File: config.mk
export PLATFORM = sky130hd
export DESIGN_NAME = instr_fetch_unit
export DESIGN_NICKNAME = d
export VERILOG_FILES = /design/src/rtl/fetch_pkg.sv /design/src/rtl/fetch_hold_buf.sv /design/src/rtl/instr_fetch_unit.sv
export SDC_FILE = /design/constraint.sdc
export NUM_CORES = 1
export LEC_CHECK = 0
export CELL_PAD_IN_SITES_DETAIL_PLACEMENT = 0
export CELL_PAD_IN_SITES_GLOBAL_PLACEMENT = 1
export CORE_MARGIN = 2
export CORE_UTILIZATION = 46
export CTS_BUF_LIST = sky130_fd_sc_hd__clkbuf_8
export DETAILED_ROUTE_END_ITERATION = 12
export GPL_TIMING_DRIVEN = 0
export PLACE_DENSITY = 0.87
export SLEW_MARGIN = 20
export SYNTH_ARGS = -nofsm -noshare
export SYNTH_HDL_FRONTEND = slang
export SYNTH_HIERARCHICAL = 1
export SYNTH_SLANG_ARGS = --single-unit
export TNS_END_PERCENT = 5
File: constraint.sdc
create_clock -name clk -period 8.7 [get_ports clk]
set_input_delay 1.74 -clock clk [delete_from_list [all_inputs] [get_ports clk]]
set_output_delay 1.74 -clock clk [all_outputs]
set_load 0.02 [all_outputs]
File: src/rtl/fetch_pkg.sv
// Shared fetch-stage definitions: bubble encoding, PC increment and fetch FSM states.
package fetch_pkg;

  localparam logic [31:0] BUBBLE_INSTR = 32'd0;
  localparam logic [31:0] PC_STEP      = 32'd4;

  typedef enum logic [1:0] {
    FETCH,
    DRAIN,
    HOLD
  } fetch_state_t;

endpackage

File: src/rtl/fetch_hold_buf.sv
// One-entry {instr, addr} parking register for a word that lands while decode is stalled.
// Loads on the accept edge, readable the next cycle; clear wins over load.
module fetch_hold_buf (
  input  logic        clk,
  input  logic        reset,
  input  logic        load,
  input  logic        clear,
  input  logic [31:0] load_instr,
  input  logic [31:0] load_addr,
  output logic [31:0] instr,
  output logic [31:0] addr
);

  always_ff @(posedge clk or posedge reset) begin
    if (reset) begin
      instr <= '0;
      addr  <= '0;
    end else if (clear) begin
      instr <= '0;
      addr  <= '0;
    end else if (load) begin
      instr <= load_instr;
      addr  <= load_addr;
    end
  end

endmodule

File: src/rtl/instr_fetch_unit.sv
// Fetch stage: owns the PC, requests imem over req/ready and registers {instruction, instr_address} one cycle after accept.
// Stall holds outputs (late words park in a hold buffer); redirects flush and drain any in-flight request.
module instr_fetch_unit
  import fetch_pkg::*;
#(
  parameter logic [31:0] RESET_PC = 32'h0000_0000
) (
  input  logic        clk,
  input  logic        reset,
  input  logic        stall,
  input  logic        redirect,
  input  logic [31:0] redirect_target,
  output logic        imem_req,
  output logic [31:0] imem_addr,
  input  logic        imem_ready,
  input  logic [31:0] imem_rdata,
  output logic [31:0] instruction,
  output logic [31:0] instr_address,
  output logic        flush
);

  fetch_state_t state;
  logic [31:0]  pc;
  logic [31:0]  redirect_pc;
  logic         pending;
  logic         accept;
  logic [31:0]  target;
  logic         buf_load;
  logic         buf_clear;
  logic [31:0]  buf_instr;
  logic [31:0]  buf_addr;

  assign target    = redirect_target & ~32'h3;
  assign flush     = redirect;
  assign imem_addr = pc;
  // Once raised, a request stays up until accepted, even across a new stall.
  assign imem_req  = !reset && (((state == FETCH) && (pending || !stall)) || (state == DRAIN));
  assign accept    = imem_req && imem_ready;
  assign buf_load  = (state == FETCH) && !redirect && accept && stall;
  assign buf_clear = (state == HOLD) && (redirect || !stall);

  fetch_hold_buf u_hold_buf (
    .clk        (clk),
    .reset      (reset),
    .load       (buf_load),
    .clear      (buf_clear),
    .load_instr (imem_rdata),
    .load_addr  (pc),
    .instr      (buf_instr),
    .addr       (buf_addr)
  );

  always_ff @(posedge clk or posedge reset) begin
    if (reset) begin
      state         <= FETCH;
      pc            <= RESET_PC;
      redirect_pc   <= '0;
      pending       <= 1'b0;
      instruction   <= BUBBLE_INSTR;
      instr_address <= '0;
    end else begin
      pending <= imem_req && !imem_ready;
      case (state)
        FETCH: begin
          if (redirect) begin
            instruction   <= BUBBLE_INSTR;
            instr_address <= '0;
            // An in-flight request must complete before the target can be issued.
            if (pending && !imem_ready) begin
              redirect_pc <= target;
              state       <= DRAIN;
            end else begin
              pc <= target;
            end
          end else if (accept) begin
            pc <= pc + PC_STEP;
            if (stall) begin
              state <= HOLD;
            end else begin
              instruction   <= imem_rdata;
              instr_address <= pc;
            end
          end else if (!stall) begin
            instruction   <= BUBBLE_INSTR;
            instr_address <= '0;
          end
        end
        DRAIN: begin
          instruction   <= BUBBLE_INSTR;
          instr_address <= '0;
          if (redirect) redirect_pc <= target;
          if (accept) begin
            pc    <= redirect ? target : redirect_pc;
            state <= FETCH;
          end
        end
        HOLD: begin
          if (redirect) begin
            pc            <= target;
            instruction   <= BUBBLE_INSTR;
            instr_address <= '0;
            state         <= FETCH;
          end else if (!stall) begin
            instruction   <= buf_instr;
            instr_address <= buf_addr;
            state         <= FETCH;
          end
        end
        default: state <= FETCH;
      endcase
    end
  end

endmodule

==> run_results.csv, run 1 <==
group,metric,value,unit
floorplan,fp.dieW,148,um
sta,finalHoldViolCount,0,
detailed_routing,antenna_left,0,
worst_setup_path,critical_path_class,"in2out",
worst_setup_path,crit_required,6960,ps
floorplan,die_area,22000,um^2
detailed_routing,wl_per_cell,18.8,um
worst_setup_path,cpPeakStageDelay,590,ps
yosys,synth_edf_count,0,
yosys,yosysUniqueCellTypes,67,
sta,rsz0062_at_grt,"false",
global_route,grt_pass1_vias,7710,
clock_tree,hold_buffers,0,
global_route,track_usage,24.2,%
sta,drv_slew,0,
floorplan,initial_core_util,47.1,%
global_route,antenna_found_initial,0,
detailed_routing,drtIter0Drc,707,
worst_setup_path,critPathSlowestCell,"clkdlybuf4s50_1",
clock_tree,clkTransAtPathRegs,100,ps
sta,tns,0,ps
layout,syn_to_final_growth,25.3,%
hold_path,hold_depth,2,
yosys,yosys_warnings,6,
flow_run,drv_cap,0,
placement,port_buffers,164,
placement,place.gp.congestion,0.847,
yosys,synth_area,9580,um^2
layout,nets,1190,
sta,fin_crit,5140,ps
yosys,synth_area_leaders,"dfrtp_1 51%, mux2i_1 7.4%, nor2_1 5.9%",
layout,fin_cells,1399,
yosys,synth_seq_cells,195,
detailed_routing,via_per_inst,5.66,
yosys,netlist_instances,931,
yosys,synth_ff_type,"dfrtp_1",
floorplan,core_area,20400,um^2
sta,max_slew.worst_pin.slew,989,ps
layout,nFillCells,1821,
hold_path,holdCritPathClass,"reg2reg",
worst_setup_path,cpMostUsedCell,"clkdlybuf4s50_1",
detailed_routing,drc_errors,0,
clock_tree,cts_tree,"done",
worst_setup_path,worstSetupStartpointType,"input pin",
detailed_routing,wl,26300,um
layout,design_area,12000,um^2
placement,hpwl,18800,um
clock_tree,cts_sinks,195,
floorplan,die_h,148,um
pwr,p_leak,5.11,nW
clock_tree,cts_resized,0,
floorplan,placementRows,52,
yosys,synth-seq-area-share,50.9,%
clock_tree,root_buffer,"clkbuf_8",
yosys,syn_nets,1005,
layout,regArea,4880,um^2
worst_setup_path,rr_worst_depth,8,
floorplan,ioPinCount,167,
layout,drive_gt1_share,11.4,%
yosys,synth_top_cell_area_share,50.9,%
yosys,synthArstFlopShare,100,%
clock_tree,h-tree-depth,4,
clock_tree,numCtsBuffers,17,
layout,multi_input_area,4190,um^2
placement,place_inst,1367,
sta,fin_crit_sh,59.0,%
placement,post_dp_cell_area,11600,um^2
global_route,grt_pass1_wl,41700,um
sta,fin_hold_ws,499,ps
worst_setup_path,path_cells,"clkdlybuf4s50_1 -> nand2b_1 -> a21oi_1 -> nor2_1 -> clkdlybuf4s50_1",
run_status,outcome,"finished clean",
sta,slew_headroom,33.5,%
worst_setup_path,worstPathMaxFanout,6,
global_route,grt_max_degree,105,
layout,n_antenna_cell,0,
sta,skew,16.2,ps
pwr,power_density,330,nW/um^2
clock_tree,postCtsSetupBuffers,0,
clock_tree,cts.path.max_buffers,2,
yosys,synth_top_cell_by_area,"dfrtp_1",
worst_setup_path,arrival,3400,ps
detailed_routing,drtPass1Iterations,6,
sta,max_freq,195,MHz
sta,setup_violations,0,
worst_setup_path,cp-end-kind,"primary output",
global_route,gr-total-overflow,0,
yosys,post_synth.cell_area_avg,10.3,um^2
clock_tree,clock_latency,470,ps
pwr,peakVddDrop,0.150,mV
detailed_routing,vias,7913,
power by group:
part	total (mW)	switching [mW]	internal, mW
registers	1.58	0.309	1.27
logic	1.80	1.01	0.792
clock network	0.585	0.323	0.261
total	3.97	1.64	2.32
cell type report:
type,instances,share of cell area [%]
tap,270,2.81
multi-input combinational,648,34.9
inverter,13,0.490
buffer,75,3.86
clock buffer,18,2.06
clock inverter,14,1.16
sequential,195,40.6
timing repair buffer,166,14.1
per-stage QoR:
step / power (mW) / util [%] / worst slack, ps
detailed placement: 3.39 / 57.1 / 3560
global placement: 3.33 / 56.8 / 1320
global route: 4.22 / 59.0 / 3440
finish: 3.97 / 59.0 / 3560
floorplan: 2.63 / - / 3460
CTS: 3.97 / 59.0 / 3570
state kept, by name, summed over array words and instances, names as in the netlist:
name,count
pending,1
instruction,32
u_hold_buf/addr,32
redirect_pc,32
state,2
u_hold_buf/instr,32
instr_address,32
imem_addr,32
cell usage after synthesis, types with 3 or more instances:
cell         n
dfrtp_1    195
a22oi_1     69
mux2_2      32
a22o_1       9
nand3_1     12
a31oi_1      5
o21ai_0     39
clkbuf_1    22
nor4_1       4
nand2_1     43
o22a_1       3
mux2i_1     71
and4_1       3
o211ai_1     3
o2bb2ai_1    8
nor2b_1      3
a221oi_1     7
nor3_1       9
buf_1        7
inv_1       11
and3_1       7
nand4_1      3
buf_4        8
buf_6        7
nand2b_1     3
o31ai_1      8
a222oi_1     5
o21a_1       4
nor2_1     150
ha_1         5
a21oi_1     96
buf_2       25
and2_1       3
buf_8        6
placed cells by master, fill, tap and decap left out, drive strengths merged, types with 8 or more instances in the layout:
cell type	netlist	routed
dfrtp	195	195
clkdlybuf4s50	0	164
nor2	150	150
a21oi	96	96
mux2i	71	71
a22oi	69	69
buf	53	55
nand2	44	44
clkbuf	22	40
o21ai	39	39
mux2	32	32
inv	13	18
nand3	12	12
nor3	9	9
a22o	9	9
o2bb2ai	8	8
o31ai	8	8
and3	8	8
logic make-up after synthesis:
| kind of cell | count (synthesis) | synth area share [%] |
|---|---|---|
| compound gates | 279 | 19.2 |
| simple gates | 258 | 12.4 |
| flops | 195 | 50.9 |
| mux | 103 | 11.2 |
| buf+inv | 88 | 5.34 |
| fa+ha+maj | 5 | 0.653 |
| xor+xnor | 3 | 0.274 |
critical path: cells and delay by family:
family,cells,cell delay [ps]
buffers and inverters,2,1150
AOI/OAI and AO/OA,1,290
and+or+nand+nor,2,210
final timing paths:
check                           startpoint                  end  slack [ps]
max                                  stall             imem_req        3560
min                        redirect_pc[18]      redirect_pc[18]         500
max reg2reg                       state[0]  u_hold_buf/instr[0]        5960
min reg2reg                redirect_pc[18]      redirect_pc[18]         500
max in group asynchronous            reset     instr_address[5]        6110
min in group asynchronous            reset             state[0]        1810
layer usage:
metal,share of wire [%],GRT usage [%]
met2,46,37.6
met1,46,35.0
met4,2.6,9.10
met5,0,0
met3,5.4,2.94
Note: power is estimated with default switching activity, not from simulation.
==> inputs of run 2 (changes only) <==
--- a/config.mk
+++ b/config.mk
@@ -8,11 +8,11 @@
 export CELL_PAD_IN_SITES_DETAIL_PLACEMENT = 0
 export CELL_PAD_IN_SITES_GLOBAL_PLACEMENT = 1
 export CORE_MARGIN = 2
-export CORE_UTILIZATION = 46
+export CORE_UTILIZATION = 43
 export CTS_BUF_LIST = sky130_fd_sc_hd__clkbuf_8
 export DETAILED_ROUTE_END_ITERATION = 12
 export GPL_TIMING_DRIVEN = 0
-export PLACE_DENSITY = 0.87
+export PLACE_DENSITY = 0.82
 export SLEW_MARGIN = 20
 export SYNTH_ARGS = -nofsm -noshare
 export SYNTH_HDL_FRONTEND = slang
==> constraint.sdc (replaced) <==
create_clock -name clk -period 5.3 [get_ports clk]
set_input_delay 1.06 -clock clk [delete_from_list [all_inputs] [get_ports clk]]
set_output_delay 1.06 -clock clk [all_outputs]
set_load 0.02 [all_outputs]
==> run_results.csv, run 2 (same netlist as run 1, synthesis figures left out) <==
group,metric,value,unit
floorplan,die_area,23500,um^2
worst_setup_path,rr_worst_depth,8,
clock_tree,cts.path.max_buffers,2,
pwr,power,6.52,mW
worst_setup_path,arrival,2720,ps
placement,preCtsSetupSlack,1530,ps
global_route,grt_pass1_vias,7780,
detailed_routing,drtPass1Iterations,7,
pwr,comb_power_share,45.4,%
floorplan,die_h,153,um
layout,nets,1190,
worst_setup_path,critical_path_class,"in2out",
detailed_routing,antenna_left,0,
sta,tns,0,ps
placement,hpwl,19400,um
layout,syn_to_final_growth,25.4,%
global_route,grt_pass1_wl,43400,um
pwr,intPower,3.77,mW
hold_path,holdCritPathClass,"reg2reg",
detailed_routing,drtIter0Drc,501,
sta,rsz0062_at_grt,"false",
sta,fin_crit_sh,71.3,%
clock_tree,postCtsSetupBuffers,0,
pwr,p_clk_share,14.8,%
pwr,p_seq_share,39.9,%
floorplan,ioPinCount,167,
clock_tree,cts_sinks,195,
clock_tree,h-tree-depth,4,
worst_setup_path,critPathLaunch,"stall",
run_status,outcome,"finished clean",
sta,fin_hold_ws,496,ps
sta,finalWorstSetupSlack,1520,ps
clock_tree,hold_buffers,0,
worst_setup_path,cp-endpoint,"imem_req",
clock_tree,clock_latency,470,ps
clock_tree,numCtsBuffers,17,
floorplan,core_area,21800,um^2
worst_setup_path,worstSetupStartpointType,"input pin",
pwr,p_leak,5.10,nW
hold_path,hold_depth,2,
layout,final_cell_mix,"195 x dfrtp_1, 164 x clkdlybuf4s50_1, 150 x nor2_1",
floorplan,fp.dieW,153,um
clock_tree,cts_resized,0,
worst_setup_path,r2r_end,"u_hold_buf/addr[29]",
worst_setup_path,r2r_start,"state[0]",
layout,drive_gt1_share,11.6,%
detailed_routing,via_per_inst,5.65,
detailed_routing,wl_per_cell,19.2,um
global_route,grt_max_degree,101,
layout,n_antenna_cell,0,
sta,setup_violations,0,
sta,finalHoldViolCount,0,
sta,drv_slew,0,
worst_setup_path,crit_required,4240,ps
pwr,p_sw_share,42.2,%
sta,fin_crit,3780,ps
global_route,gr-total-overflow,0,
placement,port_buffers,164,
layout,nFillCells,2008,
placement,post_dp_cell_area,11600,um^2
clock_tree,clkTransAtPathRegs,100,ps
global_route,track_usage,23.2,%
worst_setup_path,cp-end-kind,"primary output",
pwr,power.switching,2.75,mW
flow_run,drv_cap,0,
pwr,power_density,542,nW/um^2
detailed_routing,wl,27000,um
layout,final_common_cell,"dfrtp_1",
pwr,peakVddDrop,0.292,mV
clock_tree,root_buffer,"clkbuf_8",
sta,max_freq,265,MHz
sta,max_slew.worst_pin.slew,1070,ps
floorplan,placementRows,54,
worst_setup_path,worstPathMaxFanout,6,
clock_tree,cts_tree,"done",
detailed_routing,drc_errors,0,
global_route,antenna_found_initial,0,
detailed_routing,vias,7966,
placement,place.gp.congestion,0.828,
sta,skew,18.3,ps
sta,slew_headroom,27.8,%
floorplan,initial_core_util,43.9,%
worst_setup_path,r2r_slack,2520,ps
layout,design_area,12000,um^2
[run 2: changes by cell type in the layout (fill, tap and decap cells not counted)]
cell        before  now
inv_1           12   10
inv_6            2    3
clkbuf_8        18   17
bufinv_16        2    1
clkinvlp_4       3    2
inv_8            1    5
[run 2: per-layer routing]
layer	track usage [%]	vias to the layer above	wire, um
li1	-	3758	-
met2	37.5	295	12900
met4	6.00	0	314
met3	3.12	22	1540
met1	33.1	3891	12200
met5	0	-	0
[run 2: stage by stage]
| stage | utilization (%) | instances |
|---|---|---|
| after CTS | 55.0 | 1409 |
| final | 55.0 | 1409 |
| after global routing | 55.0 | 1409 |
| after detailed placement | 53.3 | 1377 |
| after global placement | 53.0 | 1375 |
| after floorplan | - | 931 |
[run 2: cell type report]
type / instances / area, um^2 / share of cell area [%]
Sequential cell: 195 / 4880 / 40.6
Tap cell: 280 / 350 / 2.92
Inverter: 13 / 58.8 / 0.490
Buffer: 75 / 463 / 3.85
Multi-Input combinational cell: 648 / 4190 / 34.9
Clock buffer: 17 / 234 / 1.95
Timing Repair Buffer: 166 / 1690 / 14.1
Clock inverter: 15 / 148 / 1.23
[run 2: critical path, cell delays in order]
cell	delay, ps
clkdlybuf4s50_1	570
nand2b_1	110
a21oi_1	300
nor2_1	120
clkdlybuf4s50_1	560
[run 2: power by group through the flow]
stage | Combinational [mW] | Clock, mW | Sequential, mW
2_1_floorplan | 1.51 | 0 | 2.81
3_3_place_gp | 2.91 | 0 | 2.59
3_5_place_dp | 2.95 | 0 | 2.62
4_1_cts | 2.96 | 0.983 | 2.59
5_1_grt | 3.22 | 1.04 | 2.68
6_report | 2.96 | 0.961 | 2.60
[run 2: worst min-delay path by stage]
| stage | startpoint | to | slack (ps) |
|---|---|---|---|
| floorplan | redirect_pc[18] | redirect_pc[18] | 450 |
| global placement | redirect_pc[18] | redirect_pc[18] | 470 |
| detailed placement | redirect_pc[18] | redirect_pc[18] | 470 |
| CTS | redirect_pc[18] | redirect_pc[18] | 490 |
| global route | redirect_pc[6] | redirect_pc[6] | 530 |
| finish | redirect_pc[18] | redirect_pc[18] | 500 |
==> inputs of run 3 (changes only) <==
==> constraint.sdc (replaced) <==
create_clock -name clk -period 3.7 [get_ports clk]
set_input_delay 0.74 -clock clk [delete_from_list [all_inputs] [get_ports clk]]
set_output_delay 0.74 -clock clk [all_outputs]
set_load 0.02 [all_outputs]
==> run_results.csv, run 3 (same netlist as run 1, synthesis figures left out) <==
group,metric,value,unit
global_route,grt_pass1_vias,7681,
global_route,antenna_found_initial,0,
layout,design_area,12100,um^2
clock_tree,clock_latency,480,ps
worst_setup_path,cpMostUsedCell,"clkdlybuf4s50_1",
worst_setup_path,crit_family,"buffers and inverters",
detailed_routing,wl,26900,um
detailed_routing,drtPass1Iterations,5,
layout,final_cell_mix,"195 x dfrtp_1, 164 x clkdlybuf4s50_1, 150 x nor2_1",
pwr,power,9.40,mW
sta,max_slew.worst_pin.slew,1030,ps
clock_tree,postCtsSetupBuffers,0,
hold_path,hold_depth,1,
detailed_routing,antenna_left,0,
detailed_routing,met3WireLength,1330,um
global_route,grt_max_degree,40,
placement,place_inst,1380,
placement,post_dp_cell_area,11700,um^2
floorplan,die_area,23500,um^2
clock_tree,hold_buffers,0,
global_route,grt_pass1_wl,43100,um
layout,drive_gt1_share,11.9,%
placement,place.gp.congestion,0.863,
sta,drv_slew,0,
detailed_routing,drc_errors,0,
floorplan,ioPinCount,167,
clock_tree,h-tree-depth,4,
hold_path,whs_endpoint,"redirect_pc[0]",
detailed_routing,via_per_inst,5.59,
worst_setup_path,r2r_slack,920,ps
global_route,track_usage,23.1,%
floorplan,die_h,153,um
worst_setup_path,r2r_end,"u_hold_buf/addr[1]",
detailed_routing,vias,7887,
sta,max_freq,320,MHz
worst_setup_path,arrival,2390,ps
sta,fin_crit,3130,ps
worst_setup_path,cp-end-kind,"primary output",
worst_setup_path,critical_path_class,"in2out",
worst_setup_path,cp.buffers_inverters,2,
clock_tree,numCtsBuffers,17,
layout,final_common_cell,"dfrtp_1",
layout,final_util,55.4,%
sta,setup_violations,0,
worst_setup_path,critPathSlowestCell,"clkdlybuf4s50_1",
sta,skew,15.4,ps
detailed_routing,drtIter0Drc,571,
sta,slew_headroom,30.5,%
floorplan,placementRows,54,
layout,fin_cells,1412,
hold_path,holdCritPathClass,"reg2reg",
clock_tree,cts.path.max_buffers,2,
worst_setup_path,rr_worst_depth,8,
worst_setup_path,crit_required,2960,ps
detailed_routing,wl_met1,12500,um
worst_setup_path,worstSetupStartpointType,"input pin",
pwr,power_density,778,nW/um^2
sta,tns,0,ps
hold_path,hp-start,"redirect_pc[0]",
placement,port_buffers,164,
clock_tree,cts_resized,0,
clock_tree,cts_sinks,195,
worst_setup_path,r2r_start,"state[0]",
sta,finalHoldViolCount,0,
run_status,outcome,"finished clean",
placement,hpwl,19700,um
sta,fin_crit_sh,84.5,%
detailed_routing,wl_per_cell,19.1,um
layout,nets,1193,
clock_tree,clkTransAtPathRegs,110,ps
worst_setup_path,cpPeakStageDelay,570,ps
detailed_routing,wl_met2,12600,um
sta,rsz0062_at_grt,"false",
clock_tree,root_buffer,"clkbuf_8",
flow_run,drv_cap,0,
floorplan,core_area,21800,um^2
layout,n_antenna_cell,0,
worst_setup_path,path_cells,"clkdlybuf4s50_1 -> nand2b_1 -> a21oi_1 -> nor2_1 -> clkdlybuf4s50_1",
pwr,p_leak,5.13,nW
detailed_routing,top_layer,"met4",
clock_tree,cts_tree,"done",
pwr,peakVddDrop,0.355,mV
worst_setup_path,worstPathMaxFanout,6,
layout,syn_to_final_growth,26.2,%
floorplan,fp.dieW,153,um
global_route,gr-total-overflow,0,
floorplan,initial_core_util,43.9,%
==> run 3: through the flow <==
step,hold WS [ps],setup slack (ps)
6_report,500,573
5_1_grt,522,469
4_1_cts,502,566
3_5_place_dp,473,463
3_3_place_gp,465,-128
2_1_floorplan,449,1340
==> run 3: per-layer routing <==
metal | GRT usage (%) | up-vias
li1 | - | 3748
met1 | 33.3 | 3852
met2 | 36.8 | 258
met3 | 2.92 | 29
met4 | 6.70 | 0
met5 | 0 | -
==> run 3: where the power goes <==
| part | switching, mW | total [mW] | internal, mW |
|---|---|---|---|
| logic | 2.38 | 4.25 | 1.87 |
| registers | 0.732 | 3.71 | 2.98 |
| clock network | 0.871 | 1.44 | 0.570 |
| total | 3.98 | 9.40 | 5.42 |
==> run 3: how the worst max path moves through the flow <==
stage | from | end | slack (ps) | depth (start not counted)
floorplan | reset | imem_addr[0] | 1340 | 1
global placement | reset | instruction[20] | -130 | 2
detailed placement | redirect | instruction[30] | 460 | 7
CTS | stall | imem_req | 570 | 5
global route | state[0] | imem_req | 470 | 5
finish | stall | imem_req | 570 | 5
==> run 3: area by class of cell <==
type	instances	area (um^2)
Timing Repair Buffer	169	1740
Clock inverter	15	176
Buffer	75	463
Fill cell	2001	9730
Multi-Input combinational cell	648	4190
Inverter	13	55.1
Sequential cell	195	4880
Clock buffer	17	234
Tap cell	280	350
